## config.mk

```make
export PLATFORM = sky130hd
export DESIGN_NAME = dma_ctrl
export DESIGN_NICKNAME = d
export VERILOG_FILES = /design/src/rtl/dma_ctrl.sv
export SDC_FILE = /design/constraint.sdc
export NUM_CORES = 1
export LEC_CHECK = 0
export BUFFER_PORTS_ARGS = -buffer_cell sky130_fd_sc_hd__buf_2
export CORE_MARGIN = 10
export CORE_UTILIZATION = 55
export DETAILED_ROUTE_END_ITERATION = 8
export HOLD_SLACK_MARGIN = 0.03
export PLACE_DENSITY = 0.85
export RECOVER_POWER = 50
export SETUP_SLACK_MARGIN = 0.2
export SLEW_MARGIN = 20
export SYNTH_ARGS = -nofsm -noshare
export SYNTH_HDL_FRONTEND = slang
export SYNTH_SLANG_ARGS = --single-unit
```

## constraint.sdc

```tcl
create_clock -name ph2 -period 2.9 [get_ports ph2]
set_clock_uncertainty 0.2 [all_clocks]
set_input_delay 0.58 -clock ph2 [delete_from_list [all_inputs] [get_ports ph2]]
set_output_delay 0.58 -clock ph2 [all_outputs]
set_load 0.005 [all_outputs]
```

## src/rtl/dma_ctrl.sv

```systemverilog
`default_nettype none
// ============================================================================
//  Module   : dma_ctrl
//  Purpose  : Memory-to-memory block-copy DMA engine that shares the single
//             external address/data bus with the CPU core. The core is stalled
//             through its RDY line. The engine then alternates read and write
//             bus cycles until the block is copied, and hands the bus back.
//  Revision : 1.0  initial release
//
//  Ports
//    ph2          in   sole clock, rising edge
//    reset        in   synchronous, active-low reset
//    start        in   one-cycle copy request (ignored while busy)
//    src/dst      in   16-bit source / destination start addresses
//    len          in   LEN_W-bit byte count (0 = no bus cycles, just done)
//    cpu_address  in   core address bus
//    cpu_data_out in   core write data
//    cpu_read_en  in   core read (1) / write (0) cycle
//    cpu_rdy      out  0 stalls the core on its next read cycle
//    cpu_data_in  out  read data to the core (bus_data_in)
//    bus_address  out  external address bus
//    bus_data_out out  external write data
//    bus_read_en  out  external read enable, 0 = write cycle
//    bus_data_in  in   external read data
//    busy         out  copy in progress (STALL/READ/WRITE)
//    done         out  one-cycle completion pulse
//
//  Build option
//    DMA_BURST_LIMIT_EN : cycle-stealing mode. After every BURST bytes the
//                         core gets one cycle with RDY high before the engine
//                         re-stalls it.
// ============================================================================
module dma_ctrl #(
   parameter int LEN_W = 8,
   parameter int BURST = 4
) (
   input  logic             ph2,
   input  logic             reset,
   input  logic             start,
   input  logic [15:0]      src,
   input  logic [15:0]      dst,
   input  logic [LEN_W-1:0] len,
   input  logic [15:0]      cpu_address,
   input  logic [7:0]       cpu_data_out,
   input  logic             cpu_read_en,
   output logic             cpu_rdy,
   output logic [7:0]       cpu_data_in,
   output logic [15:0]      bus_address,
   output logic [7:0]       bus_data_out,
   output logic             bus_read_en,
   input  logic [7:0]       bus_data_in,
   output logic             busy,
   output logic             done
);

   typedef enum logic [2:0] {
      S_IDLE  = 3'd0,
      S_STALL = 3'd1,
      S_READ  = 3'd2,
      S_WRITE = 3'd3,
      S_DONE  = 3'd4
   } state_t;

   state_t            state, next_state;
   logic [15:0]       src_ptr, dst_ptr;
   logic [LEN_W-1:0]  cnt;
   logic [7:0]        data_reg;

   // burst_end : the WRITE now on the bus closes a burst
   // grant_hold: the current STALL cycle belongs to the core (RDY high)
   logic              burst_end;
   logic              grant_hold;

`ifdef DMA_BURST_LIMIT_EN
   localparam int BC_W = $clog2(BURST + 1);

   logic [BC_W-1:0]   burst_cnt;
   logic              grant;

   assign burst_end  = (burst_cnt == BC_W'(BURST - 1));
   assign grant_hold = grant;

   // grant is raised only on the edge that re-enters STALL mid-copy, so it
   // is high for exactly that one STALL cycle.
   always_ff @(posedge ph2) begin
      if (!reset) begin
         burst_cnt <= '0;
         grant     <= 1'b0;
      end else begin
         grant <= 1'b0;
         if (state == S_IDLE) begin
            burst_cnt <= '0;
         end else if (state == S_WRITE && cnt != LEN_W'(1)) begin
            if (burst_end) begin
               burst_cnt <= '0;
               grant     <= 1'b1;
            end else begin
               burst_cnt <= burst_cnt + BC_W'(1);
            end
         end
      end
   end
`else
   logic unused_burst;

   assign burst_end    = 1'b0;
   assign grant_hold   = 1'b0;
   assign unused_burst = (BURST != 0);
`endif

   // ---------------------------------------------------------------------
   // State register and datapath
   // ---------------------------------------------------------------------
   always_ff @(posedge ph2) begin
      if (!reset) begin
         state    <= S_IDLE;
         src_ptr  <= '0;
         dst_ptr  <= '0;
         cnt      <= '0;
         data_reg <= '0;
      end else begin
         state <= next_state;
         case (state)
            S_IDLE: begin
               if (start && len != '0) begin
                  src_ptr <= src;
                  dst_ptr <= dst;
                  cnt     <= len;
               end
            end
            S_READ: begin
               data_reg <= bus_data_in;
               src_ptr  <= src_ptr + 16'd1;
            end
            S_WRITE: begin
               dst_ptr <= dst_ptr + 16'd1;
               cnt     <= cnt - LEN_W'(1);
            end
            default: ;
         endcase
      end
   end

   // ---------------------------------------------------------------------
   // Next state, handshake outputs and bus mux
   // ---------------------------------------------------------------------
   always_comb begin
      next_state   = state;
      cpu_rdy      = 1'b1;
      busy         = 1'b0;
      done         = 1'b0;
      bus_address  = cpu_address;
      bus_data_out = cpu_data_out;
      bus_read_en  = cpu_read_en;

      case (state)
         S_IDLE: begin
            if (start) begin
               next_state = (len == '0) ? S_DONE : S_STALL;
            end
         end
         S_STALL: begin
            busy    = 1'b1;
            cpu_rdy = grant_hold;
            // The core only freezes on a read cycle, so the bus is safe to
            // take once a read is seen while RDY is low.
            if (!grant_hold && cpu_read_en) begin
               next_state = S_READ;
            end
         end
         S_READ: begin
            busy        = 1'b1;
            cpu_rdy     = 1'b0;
            bus_address = src_ptr;
            bus_read_en = 1'b1;
            next_state  = S_WRITE;
         end
         S_WRITE: begin
            busy         = 1'b1;
            cpu_rdy      = 1'b0;
            bus_address  = dst_ptr;
            bus_read_en  = 1'b0;
            bus_data_out = data_reg;
            if (cnt == LEN_W'(1)) begin
               next_state = S_DONE;
            end else if (burst_end) begin
               next_state = S_STALL;
            end else begin
               next_state = S_READ;
            end
         end
         S_DONE: begin
            done       = 1'b1;
            next_state = S_IDLE;
         end
         default: begin
            next_state = S_IDLE;
         end
      endcase
   end

   assign cpu_data_in = bus_data_in;

endmodule
`default_nettype wire
```

Yosys cells after proc, flatten, opt, wreduce, memory -nomap -nowiden

Index checks and enable logic that the tools add are counted.

Add/subtract/negate cells: 3
$mul: 0
Divide/modulo/power cells: 0
$lt $le $gt $ge: 0
Equal/unequal tests: 8
Shifts and indexed selects: 0
Muxes and demuxes: 17
Bitwise operators: 0
Reductions and logical operators: 10

Operator list:

| kind                                                                   | count |
|---|---|
| 16-bit case mux with 2 select lines                                    | 3 |
| 16-bit by 1-bit adder with 16-bit output (second input constant)       | 2 |
| 16-bit two-way mux                                                     | 2 |
| 8-bit two-way mux                                                      | 2 |
| 8-bit case mux with 2 select lines                                     | 1 |
| 3-bit two-way mux                                                      | 4 |
| 3-bit case mux with 4 select lines                                     | 1 |
| 8-bit by 1-bit equality test with 1-bit output (second input constant) | 1 |
| 8-bit logical NOT                                                      | 1 |
| 8-bit nonzero test                                                     | 1 |
| 8-bit by 1-bit subtractor with 8-bit output (second input constant)    | 1 |
| 3-bit by 2-bit equality test with 1-bit output (second input constant) | 2 |
| 2-bit inequality test (second input constant)                          | 3 |
| 2-bit AND reduction                                                    | 3 |
| 2-bit nonzero test                                                     | 2 |
| 3-bit by 1-bit equality test with 1-bit output (second input constant) | 1 |
| 3-bit equality test (second input constant)                            | 1 |
| 3-bit logical NOT                                                      | 1 |
| 1-bit two-way mux                                                      | 3 |
| 3-bit OR reduction                                                     | 1 |
| 1-bit case mux with 2 select lines                                     | 1 |
| 1-bit logical AND                                                      | 1 |

Bits in registers: 51
Bits in latches: 0
Memory bits (writable): 0
ROM bits: 0
Input port bits: 76
Output and inout port bits: 36
Logic and storage cells: 43
Memories kept: 0

Depth between registers and ports, before layout

Word-level depth: 4
Mapped depth: 7

Worst setup path after synthesis

Ideal clock, no wire load.

Kind: register to output
Start: register state[2]
End: output port bus_data_out[0]
Arrival time: 1,413 ps
Data required time: 2,120 ps
Slack: 707 ps
Cell stages (with the launch flop): 7
Cell sequence: dfxtp_1 > buf_2 > nand3b_1 > clkbuf_1 > buf_1 > nand2_1 > nand2_1

Cells in the longest elaborated chain, start to end: 2

RTL lines:

| element                                        | RTL line | source |
|---|---|---|
| start: declaration                             | 64       | `state_t state, next_state;` |
| start signal: assignment                       | 122      | `state <= next_state;` |
| 3-bit by 2-bit equality test with 1-bit output | 156      | `case (state)` |
| 8-bit two-way mux                              | 156      |  |
| end: declaration                               | 49       | `output logic [7:0] bus_data_out,` |

Every way passes these cells.

Final worst setup path

Start: register state[0]
End: register dst_ptr[3]

Cells in the longest elaborated chain, start to end: 3
Elaborated cells on any way between the ends: 6
Classes of those cells: 2 x eq/ne; 1 x mux; 3 x reduce/logical

RTL lines:

| element                                                                             | RTL line | source |
|---|---|---|
| 3-bit by 2-bit equality test with 1-bit output or 3-bit logical NOT (tied branches) | 123      | `case (state)` |
| 2-bit nonzero test (no line) or 2-bit inequality test (tied branches)               | n/a      |  |
| 2-bit AND reduction (no line)                                                       | n/a      |  |
| end signal: assignment                                                              | 127      | `dst_ptr <= dst;` |
| end signal: assignment                                                              | 136      | `dst_ptr <= dst_ptr + 16'd1;` |
| end: declaration                                                                    | 65       | `logic [15:0] src_ptr, dst_ptr;` |

Parallel ways exist; a longest one is shown, timed or not.
A chain may end at the register's enable or synchronous reset.

==> impl_metrics.tcl <==
set metrics [dict create \
    h-tree-depth 2 \
    num_antenna_cells 0 \
    slew_violations 0 \
    hp-class "reg -> reg" \
    drt_drc_violations_left 0 \
    ys_seq_area_share_pct 30.2 \
    power_leakage_nw 1.67 \
    start_util_pct 56.8 \
    avgSynthCellArea_sq_um 7.55 \
    instances_no_fill 613 \
    final_nets 617 \
    setup_tns_ns 0 \
    synth_flop_cell "dfxtp_1" \
    syn_to_final_growth_pct 19.5 \
    ys_top_cells_by_area "dfxtp_1 30%, nand2_1 8.2%, mux2i_1 5.9%" \
    avgRoutedWirePerCell_um 17.5 \
    gp_congestion 0.921 \
    die_area_sq_mm 0.00969 \
    cts_hold_buf 0 \
    dp_cells 605 \
    min_period_over_period_pct 90.5 \
    grt_max_degree 34 \
    rsz0062_at_grt "yes" \
    peakVddDrop_mv 0.306 \
    synth_most_common_cell "nand2_1" \
    port-buffer-count 111 \
    setup_violations 0 \
    row_count 28 \
    worstMarginPinSlew_ns 1.04 \
    synth_seq_cells 51 \
    grt_pass1_wl_um 17600 \
    synth-async-reset-ratio_pct 0 \
    maxCapViolations 0 \
    crit_path_end_kind "register" \
    drtAntennaViolNets 0 \
    wl_um 10700 \
    status "finished clean" \
    clk_pin_slew_worst_paths_ns 0.11 \
    cts_buffers 5 \
    die_h_um 98.4 \
    fill_cells 515 \
    largestRegisters "dst_ptr (16), src_ptr (16)" \
    drt_iter0_markers 357 \
    synth_warnings 0 \
    synth_edf_count 0 \
    syn_area_sq_mm 0.00338 \
    first_pass_iters 6 \
    yosysTopAreaCell "dfxtp_1" \
    dr_total_vias 3825 \
    die_w_um 98.4 \
    avgViaCountPerCell 6.24 \
    grt-ovfl-total 0 \
    syn-num-nets 528 \
    power_density_mw_per_mm2 470 \
    crit_arrival_ns 2.65 \
    clock_sinks 51 \
    antenna_found_initial 0 \
    ys_types 58 \
    ios 112 \
    cts_tree "yes" \
    clockBufferDepth 2 \
    synth_top_area_share_pct 30.2 \
    synth_common_cells "74 x nand2_1, 51 x dfxtp_1, 36 x nand3_1" \
    max_freq_ghz 0.381 \
    critPathRequiredTime_ns 2.92 \
    crit_path_max_fanout 25 \
    fin_crit_ns 2.63 \
    worst_setup_path_start_kind "register" \
    drive_gt1_share_pct 25.5 \
    netlist_instances 448 \
    relSlewSlack_pct 30.8 \
    core_sq_mm 0.00596 \
    hold_viol 0 \
    clockRootBuffer "clkbuf_8" \
    gr-usage-all-layers_pct 21.1 \
    first_global_vias 3810 \
    clk_latency_ns 0.32 \
    critical_path_class "reg -> reg" \
    hpwlAfterDp_um 8040 \
]
==> stage by stage <==
step           hold slack [ns]  power [mW]  setup WS, ns  util [%]  instance area [sq um]
2_1_floorplan            0.237        1.14         0.707         -                   3380
3_3_place_gp             0.243        1.29         0.489      66.1                   3930
3_5_place_dp             0.248        1.31         0.451      66.1                   3930
4_1_cts                  0.261        1.90         0.223      68.3                   4070
5_1_grt                  0.288        1.99         0.126      67.9                   4040
6_report                 0.261        1.90         0.274      67.9                   4040
==> final timing paths <==
path / start / endpoint / slack (ns) / depth (start not counted)
setup / recovery: state[0] / dst_ptr[3] / 0.27 / 5
hold reg to reg: data_reg[7] / data_reg[7] / 0.26 / 2
hold / removal: data_reg[7] / data_reg[7] / 0.26 / 2
setup reg to reg: state[0] / dst_ptr[3] / 0.27 / 5
==> worst max-delay path, stage by stage (launching register included) <==
cell	delay, ns
dfxtp_1	0.42
nor4b_1	0.80
a21boi_0	0.32
buf_4	0.34
nor3_1	0.10
a2111oi_2	0.34
==> final cells by class <==
type / count / area, sq um / area share, %
clock buffer: 5 / 68.8 / 1.70
inverter: 11 / 41.3 / 1.02
clock inverter: 3 / 67.6 / 1.67
sequential: 51 / 1020 / 25.3
multi-input combinational: 343 / 2090 / 51.8
timing repair buffer: 125 / 657 / 16.3
tap: 75 / 93.8 / 2.32
==> cells in the final DEF (no fill, tap or decap), types with 5 or more instances in the layout <==
cell / n
nor3_1: 9
a31oi_1: 11
dfxtp_1: 51
o21ai_0: 27
a2bb2oi_1: 5
nand4_1: 22
and2_1: 7
mux2i_1: 20
a21oi_1: 29
nand2_1: 74
buf_2: 100
nand3_1: 36
clkbuf_1: 10
and3_1: 6
nor2_1: 14
and4_1: 9
buf_4: 12
clkbuf_8: 5
nor4_1: 9
inv_1: 10
==> timing repair <==
item / in CTS / in global routing
gates resized for setup: 0 / 2
endpoints found under the setup margin: 0 / 1
setup buffers: 0 / 0
==> layer usage <==
| metal | GRT usage, % | wire (um) | vias up |
|---|---|---|---|
| met5 | 0 | 0 | - |
| met3 | 6.98 | 1260 | 28 |
| met4 | 7.17 | 184 | 0 |
| li1 | - | - | 1827 |
| met2 | 35.3 | 4990 | 242 |
| met1 | 24.7 | 4290 | 1728 |
==> kinds of logic after synthesis <==
family	after synthesis	synth area share [%]
buffers and inverters	54	7.73
muxes	23	6.92
DFF	51	30.2
xor gates and xnor gates	3	0.777
AOI/OAI and AO/OA	106	21.1
adders and majority gates	4	1.48
and+or+nand+nor	207	31.8
==> power breakdown <==
part           internal [mW]  switching [mW]  total, mW
registers              0.762          0.0941      0.856
logic                  0.201           0.244      0.445
clock network          0.344           0.254      0.599
total                   1.31           0.592       1.90
Note: power is estimated with default switching activity, not from simulation.
